$ cat config.mk
export PLATFORM = sky130hd
export DESIGN_NAME = rssb_trace_capture
export DESIGN_NICKNAME = d
export VERILOG_FILES = /design/src/rtl/rssb_pkg.sv /design/src/rtl/rssb_sync_fifo.sv /design/src/rtl/rssb_trace_capture.sv
export SDC_FILE = /design/constraint.sdc
export NUM_CORES = 1
export LEC_CHECK = 0
export ABC_CLOCK_PERIOD_IN_PS = 14200
export CORE_UTILIZATION = 50
export CTS_BUF_LIST = sky130_fd_sc_hd__clkbuf_16
export DETAILED_ROUTE_END_ITERATION = 6
export PLACE_DENSITY_LB_ADDON = 0.05
export SYNTH_ARGS = -nofsm -noshare
export SYNTH_HDL_FRONTEND = slang
export SYNTH_HIERARCHICAL = 1
export SYNTH_SLANG_ARGS = --single-unit
$ cat constraint.sdc
create_clock -name i_clk -period 14.2 [get_ports i_clk]
set_input_delay 2.13 -clock i_clk [delete_from_list [all_inputs] [get_ports i_clk]]
set_output_delay 2.13 -clock i_clk [all_outputs]
set_load 0.01 [all_outputs]
$ cat src/rtl/rssb_pkg.sv
// Shared types for the rssb trace capture path: field order of a trace record
// and the output beat FSM states.
package rssb_pkg;

    localparam int unsigned NUM_FIELDS = 5;
    localparam int unsigned TRACE_W    = 8;

    typedef enum logic [2:0] {
        TF_PC,
        TF_MEM,
        TF_OP1,
        TF_SUB,
        TF_ACC
    } trace_field_e;

    typedef enum logic {
        StEmpty,
        StSend
    } out_state_e;

    typedef struct packed {
        logic [TRACE_W-1:0] pc;
        logic [TRACE_W-1:0] mem;
        logic [TRACE_W-1:0] op1;
        logic [TRACE_W-1:0] sub;
        logic [TRACE_W-1:0] acc;
    } trace_rec_t;

endpackage

$ cat src/rtl/rssb_sync_fifo.sv
// Single-clock FIFO of records; the head entry is read combinationally.
// Push and pop in the same cycle are both honoured, including when full.
module rssb_sync_fifo #(
    parameter type         T     = logic,
    parameter int unsigned DEPTH = 8
) (
    input  logic                   i_clk,
    input  logic                   i_rst,
    input  logic                   i_push,
    input  T                       i_data,
    input  logic                   i_pop,
    output T                       o_data,
    output logic                   o_full,
    output logic                   o_empty,
    output logic [$clog2(DEPTH):0] o_level
);
    localparam int unsigned PTR_W = $clog2(DEPTH);
    localparam int unsigned LVL_W = PTR_W + 1;

    T                 r_mem [DEPTH];
    logic [PTR_W-1:0] r_wr;
    logic [PTR_W-1:0] r_rd;
    logic [LVL_W-1:0] r_cnt;

    always_ff @(posedge i_clk) begin
        if (i_push) begin
            r_mem[r_wr] <= i_data;
        end
    end

    always_ff @(posedge i_clk) begin
        if (!i_rst) begin
            r_wr  <= '0;
            r_rd  <= '0;
            r_cnt <= '0;
        end else begin
            if (i_push) r_wr <= r_wr + PTR_W'(1);
            if (i_pop)  r_rd <= r_rd + PTR_W'(1);
            case ({i_push, i_pop})
                2'b10:   r_cnt <= r_cnt + LVL_W'(1);
                2'b01:   r_cnt <= r_cnt - LVL_W'(1);
                default: r_cnt <= r_cnt;
            endcase
        end
    end

    assign o_data  = r_mem[r_rd];
    assign o_full  = (r_cnt == LVL_W'(DEPTH));
    assign o_empty = (r_cnt == '0);
    assign o_level = r_cnt;

endmodule

$ cat src/rtl/rssb_trace_capture.sv
// Captures one rssb trace record per pc change into a FIFO and streams each
// record out as five word beats (PC, MEM, OP1, SUB, ACC) over valid/ready.
module rssb_trace_capture
    import rssb_pkg::*;
#(
    parameter int unsigned WIDTH = TRACE_W,
    parameter int unsigned DEPTH = 8,
    parameter int unsigned CNT_W = 8
) (
    input  logic                     i_clk,
    input  logic                     i_rst,
    input  logic                     i_en,
    input  logic [WIDTH-1:0]         i_ipc,
    input  logic [WIDTH-1:0]         i_imem,
    input  logic [WIDTH-1:0]         i_iop1,
    input  logic [WIDTH-1:0]         i_isub,
    input  logic [WIDTH-1:0]         i_iacc,
    output logic [WIDTH-1:0]         o_out_data,
    output logic                     o_out_valid,
    input  logic                     i_out_ready,
    output logic                     o_out_last,
    output logic [$clog2(DEPTH):0]   o_level,
    output logic                     o_overflow,
    output logic [CNT_W-1:0]         o_drop_cnt,
    input  logic                     i_clr_ovf
);
    localparam int unsigned LVL_W = $clog2(DEPTH) + 1;

    typedef struct packed {
        logic [WIDTH-1:0] pc;
        logic [WIDTH-1:0] mem;
        logic [WIDTH-1:0] op1;
        logic [WIDTH-1:0] sub;
        logic [WIDTH-1:0] acc;
    } rec_t;

    rec_t             w_rec;
    rec_t             w_head;
    logic             w_full;
    logic             w_empty;
    logic [LVL_W-1:0] w_level;
    logic             w_trig;
    logic             w_accept;
    logic             w_pop;
    logic             w_push;
    logic             w_drop;

    out_state_e       r_state;
    trace_field_e     r_beat;
    logic [WIDTH-1:0] r_last_pc;
    logic             r_primed;
    logic             r_overflow;
    logic [CNT_W-1:0] r_drop_cnt;

    assign w_rec    = {i_ipc, i_imem, i_iop1, i_isub, i_iacc};
    assign w_trig   = i_en && (!r_primed || (i_ipc != r_last_pc));
    assign w_accept = (r_state == StSend) && !w_empty && i_out_ready;
    assign w_pop    = w_accept && (r_beat == TF_ACC);
    // A full FIFO still takes a record when the head retires on this edge.
    assign w_push   = w_trig && (!w_full || w_pop);
    assign w_drop   = w_trig && !w_push;

    rssb_sync_fifo #(
        .T     (rec_t),
        .DEPTH (DEPTH)
    ) u_fifo (
        .i_clk   (i_clk),
        .i_rst   (i_rst),
        .i_push  (w_push),
        .i_data  (w_rec),
        .i_pop   (w_pop),
        .o_data  (w_head),
        .o_full  (w_full),
        .o_empty (w_empty),
        .o_level (w_level)
    );

    always_ff @(posedge i_clk) begin
        if (!i_rst) begin
            r_state    <= StEmpty;
            r_beat     <= TF_PC;
            r_last_pc  <= '0;
            r_primed   <= 1'b0;
            r_overflow <= 1'b0;
            r_drop_cnt <= '0;
        end else begin
            if (i_en) begin
                r_last_pc <= i_ipc;
                r_primed  <= 1'b1;
            end else begin
                r_primed  <= 1'b0;
            end

            // Clear takes effect first, so a same-cycle drop is still counted.
            if (i_clr_ovf) begin
                r_overflow <= w_drop;
                r_drop_cnt <= w_drop ? CNT_W'(1) : '0;
            end else if (w_drop) begin
                r_overflow <= 1'b1;
                if (r_drop_cnt != '1) r_drop_cnt <= r_drop_cnt + CNT_W'(1);
            end

            case (r_state)
                StEmpty: begin
                    if (w_push) r_state <= StSend;
                end
                StSend: begin
                    if (w_accept) begin
                        if (r_beat == TF_ACC) begin
                            r_beat <= TF_PC;
                            if ((w_level == LVL_W'(1)) && !w_push) r_state <= StEmpty;
                        end else begin
                            r_beat <= trace_field_e'(r_beat + 3'd1);
                        end
                    end
                end
                default: r_state <= StEmpty;
            endcase
        end
    end

    always_comb begin
        o_out_data = '0;
        if (r_state == StSend) begin
            case (r_beat)
                TF_PC:   o_out_data = w_head.pc;
                TF_MEM:  o_out_data = w_head.mem;
                TF_OP1:  o_out_data = w_head.op1;
                TF_SUB:  o_out_data = w_head.sub;
                TF_ACC:  o_out_data = w_head.acc;
                default: o_out_data = '0;
            endcase
        end
    end

    assign o_out_valid = (r_state == StSend);
    assign o_out_last  = (r_state == StSend) && (r_beat == TF_ACC);
    assign o_level     = w_level;
    assign o_overflow  = r_overflow;
    assign o_drop_cnt  = r_drop_cnt;

endmodule
# After elaboration in Yosys (flattened, before gate mapping)
# Memories as Yosys holds them, arrays and structs flattened. A register that Yosys moved wholly into a read port is not among the register bits.
# Cells that the tools add are included.
# op_classes
add_sub_neg,6
n_eq_ne,10
mux,19
n_bitwise,1
reduce_logical,21
# op_table
cell,n
8-bit one-hot mux with 5 select lines,1
8-bit two-way mux,4
3-bit by 1-bit adder with 3-bit output (second input constant),3
1-bit two-way mux,9
3-bit two-way mux,3
8-bit by 1-bit adder with 8-bit output (second input constant),1
1-bit logical AND,8
8-bit != test,1
8-bit != test (second input constant),1
4-bit one-hot mux with 2 select lines,1
3-bit by 2-bit equality test with 1-bit output (second input constant),2
2-bit nonzero test,3
4-bit by 1-bit adder with 4-bit output (second input constant),1
4-bit by 1-bit equality test with 1-bit output (second input constant),1
4-bit equality test (second input constant),1
1-bit zero test,4
4-bit zero test,1
2-bit AND reduction,2
4-bit by 1-bit subtractor with 4-bit output (second input constant),1
3-bit by 1-bit equality test with 1-bit output (second input constant),1
3-bit equality test (second input constant),1
3-bit zero test,1
2-bit by 1-bit equality test with 1-bit output (second input constant),1
2-bit equality test (second input constant),1
other kinds (3),4
# totals
regBits,32
ramBits,320
output_inout_bits,23
mem_count,1
# memory_table
memory,words,word_bits,rd,rd_clocked_by_memory_dff,wr,line,source
u_fifo.r_mem,8,40,1,1,1,rssb_sync_fifo.sv:20,T r_mem [DEPTH];

# Depth between registers and ports, before layout
# logic_depth
depth_word,13
depth_mapped,13

# Hierarchy
# The synthesis kept the hierarchy.
# modules_own_cells
mod,instances,cells_each,area_per_inst_um2,seq_area_each_um2
rssb_sync_fifo,1,533,12969.9,9869.5
rssb_trace_capture,1,176,1472.7,440.4

# Worst setup path before layout
# OpenSTA, ideal clock, no wires.
# synth_path
path_type,input -> register
startpoint,input i_en
endpoint,"memory u_fifo/r_mem[0][0] in the netlist's numbering, enable pin"
setup_ns,0.487
arrival_time_ns,6.063
required_time_ns,13.713
path_slack_ns,7.650
cell_stages,6
n_path_buf,2
cell_sequence,clkbuf_1 -> buf_1 -> nand2_1 -> nor2_1 -> nand2b_1 -> nor3_1
# synth_via
elab_chain_len,4
# synth_rtl
item,line,source
from (decl),rssb_trace_capture.sv:12,"input logic i_en,"
1-bit logical AND,rssb_trace_capture.sv:56,assign w_trig = i_en && (!r_primed || (i_ipc != r_last_pc));
1-bit logical AND,rssb_trace_capture.sv:60,assign w_push = w_trig && (!w_full || w_pop);
named net w_push,rssb_trace_capture.sv:45,logic w_push;
1-bit two-way mux,rssb_sync_fifo.sv:26,if (i_push) begin
1-bit two-way mux (not written as such),rssb_sync_fifo.sv:27,r_mem[r_wr] <= i_data;
to (decl),rssb_sync_fifo.sv:20,
# The timed path passes the listed nets, and every way through them passes these cells.

==> flow_summary.json <==
{
  "start_util_pct": 51.4,
  "p_per_area_mw_per_mm2": 132,
  "finalNetCount": 848,
  "grt_max_degree": 81,
  "gp_congestion": 0.783,
  "cp-start-kind": "flop",
  "routed_via_density": 5.87,
  "clock-sinks": 355,
  "io_pins": 68,
  "antenna_found_initial": 0,
  "grt_overflow": 0,
  "critPathTopFamily": "buffers and inverters",
  "status": "finished clean",
  "htreeDepth": 2,
  "drc": 0,
  "cts.clk_slew.worst_paths_ps": 60,
  "dieArea_mm2": 0.0296,
  "irDropWorstVdd_v": 0.0000744,
  "antenna_left": 0,
  "muxShareOfSynthArea_pct": 18.8,
  "synth-edff-count": 320,
  "holdWs_ps": 511,
  "path_max_fanout": 43,
  "syn_area_per_cell_um2": 20.4,
  "die_w_um": 172,
  "drtIter0Drc": 602,
  "syn_nets": 765,
  "yosysUniqueCellTypes": 47,
  "vias": 7037,
  "critical_path_class": "flop to output port",
  "busiest_layer": "met2",
  "core_mm2": 0.0281,
  "worstSetupEndpointType": "output port",
  "drv_slew": 0,
  "postCtsSetupBuffers": 0,
  "setup_ws_ps": 8120,
  "met2_usage_pct": 34.6,
  "final_hold_viol_count": 0,
  "setup_viol": 0,
  "synth_top_family_by_area": "multiplexers",
  "gr-usage-met1_pct": 28.2,
  "p_leak_uw": 0.00546,
  "syn-cell-area_mm2": 0.0144,
  "cts_hold_buf": 0,
  "synth-xor-area-share_pct": 0.910,
  "layout-drive-gt1-share_pct": 15.1,
  "fin_crit_ps": 6080,
  "yosys.area_share.simple_pct": 4.03,
  "clk_latency_ps": 520,
  "wl_per_cell_um": 24.5,
  "synth_compound_area_share_pct": 2.36,
  "crit_buf_inv": 2,
  "setup_tns_ps": 0,
  "cts.repair.resized": 0,
  "num_rows": 61,
  "diodes": 0,
  "ys.flop_type": "edfxtp_1",
  "synth_cells": 709,
  "rsz0062_at_grt": "no",
  "drt_first_pass_iters": 4,
  "dpl.hpwl_um": 15700,
  "area_delta_synth_final_pct": 15.8,
  "async_flop_share_pct": 0,
  "crit_slowest_cell": "dfxtp_4",
  "fmax_mhz": 165,
  "synth-seq-cells": 355,
  "cp_cell_sequence": "buf_4 > mux4_1 > mux2_2 > a22oi_1 > a31oi_1 > clkdlybuf4s50_1",
  "worst_pin_slew_ps": 1120,
  "relSlewSlack_pct": 25.5,
  "fillCellCount": 2118,
  "cts_tree": "built",
  "cp.required_ps": 12070,
  "seq_area_frac_synth_pct": 71.4,
  "grt_pass1_vias": 7313,
  "synth_fa_ha_area_share_pct": 0.953,
  "root_buffer": "clkbuf_16",
  "wirelength_um": 29400,
  "io_buffers": 67,
  "cts_buffer_depth": 3,
  "finalPower_uw": 2210,
  "arrival_ps": 3950,
  "synth_warnings": 6,
  "cap_viol_max_count": 0,
  "use_met3_pct": 2.98,
  "pre_cts_slack_ps": 8490,
  "hold_class": "flop to flop",
  "fin_crit_sh_pct": 42.8,
  "grt_util_all_layers_pct": 20.6,
  "numCtsBuffers": 37,
  "grt_pass1_wl_um": 44100,
  "finalClockSkew_ps": 20.0,
  "worst_path_largest_cell_delay_ps": 770,
  "die_y_um": 172
}
## final cells by class
class	count	area (um2)	share of cell area, %
tap	378	473	2.83
timing repair buffer	79	761	4.55
clock inverter	29	215	1.29
inverter	5	18.8	0.112
multi-input combinational	314	3960	23.7
clock buffer	39	976	5.84
sequential	355	10300	61.7
## power by group
| group | internal (uW) | switching (uW) |
|---|---|---|
| Clock | 552 | 387 |
| Sequential | 1170 | 8.17 |
| Combinational | 41.0 | 53.1 |
## routing by layer
layer	share of wire [%]	vias to the layer above	wire length [um]
li1	-	3139	-
met1	45	3673	13100
met2	49	191	14500
met3	4.7	34	1380
met4	1.6	0	460
met5	0	-	0
## synthesized netlist by cell type, types with 2 or more instances
cell type	n	area, um2
o21a_1	3	22.5
inv_1	5	18.8
a22oi_1	14	105
nand4_1	3	18.8
and2_1	10	62.6
nor4_1	3	18.8
a41oi_1	2	17.5
mux4_1	80	2100
dfxtp_1	35	701
nor2b_1	19	119
clkbuf_1	22	82.6
nand2_1	27	101
nor3_1	8	40.0
a31oi_1	8	50.1
xor2_1	11	96.3
a21oi_1	7	35.0
xnor2_1	4	35.0
mux2i_1	15	150
clkbuf_2	2	10.0
edfxtp_1	320	9610
nand2b_1	8	50.1
nand3_1	3	15.0
o21ai_0	2	10.0
buf_6	10	113
nor4b_1	3	26.3
nor2_1	8	30.0
and3_1	7	43.8
mux2_2	41	462
ha_1	11	138
## worst paths after layout
check / start / to / slack, ps / depth (start not counted)
max: flop / o_out_data[6] / 8120 / 6
min: o_drop_cnt[1] / o_drop_cnt[1] / 510 / 2
max reg2reg: u_fifo/o_level[1] / u_fifo/o_level[2] / 11000 / 12
min reg2reg: o_drop_cnt[1] / o_drop_cnt[1] / 510 / 2
## cells in the final DEF, fill, tap and decap left out, types with 7 or more instances in the layout
cell	Yosys	routed
a21oi_1	7	7
a22oi_1	14	14
a31oi_1	8	8
and2_1	10	10
and3_1	7	7
buf_4	0	12
clkbuf_16	0	39
clkdlybuf4s50_1	0	67
clkinv_2	0	11
dfxtp_1	35	32
edfxtp_1	320	320
ha_1	11	11
inv_1	5	13
mux2_2	41	41
mux2i_1	15	15
mux4_1	80	80
nand2_1	27	27
nand2b_1	8	8
nor2b_1	19	19
xor2_1	11	11
## state kept, by name, indices dropped and copies added (netlist names), named ones only
name,cells
u_fifo/r_mem,320
u_fifo/o_level,4
u_fifo/r_wr,3
r_last_pc,8
o_out_valid,1
o_overflow,1
u_fifo/r_rd,3
o_drop_cnt,8
r_beat,3
r_primed,1
## tightest hold or removal path: stages (launching register included)
cell,delay (ps)
dfxtp_1,340
nand2_1,60
mux2i_1,60
## metrics by stage
| stage | instance area (um2) | util, % | std cells |
|---|---|---|---|
| global route | 16700 | 59.5 | 1199 |
| finish | 16700 | 59.5 | 1199 |
| detailed placement | 15500 | 55.3 | 1131 |
| floorplan | 14400 | - | 709 |
| CTS | 16700 | 59.5 | 1199 |
| global placement | 15500 | 55.3 | 1131 |
## cell families after synthesis
logic type	count (synthesis)
AND/OR/NAND/NOR	105
adder cells (fa/ha/maj)	11
multiplexers	136
AO/OA/AOI/OAI	47
flip-flops	355
buffers and inverters	40
XOR/XNOR	15
(Power assumes the default switching activity.)
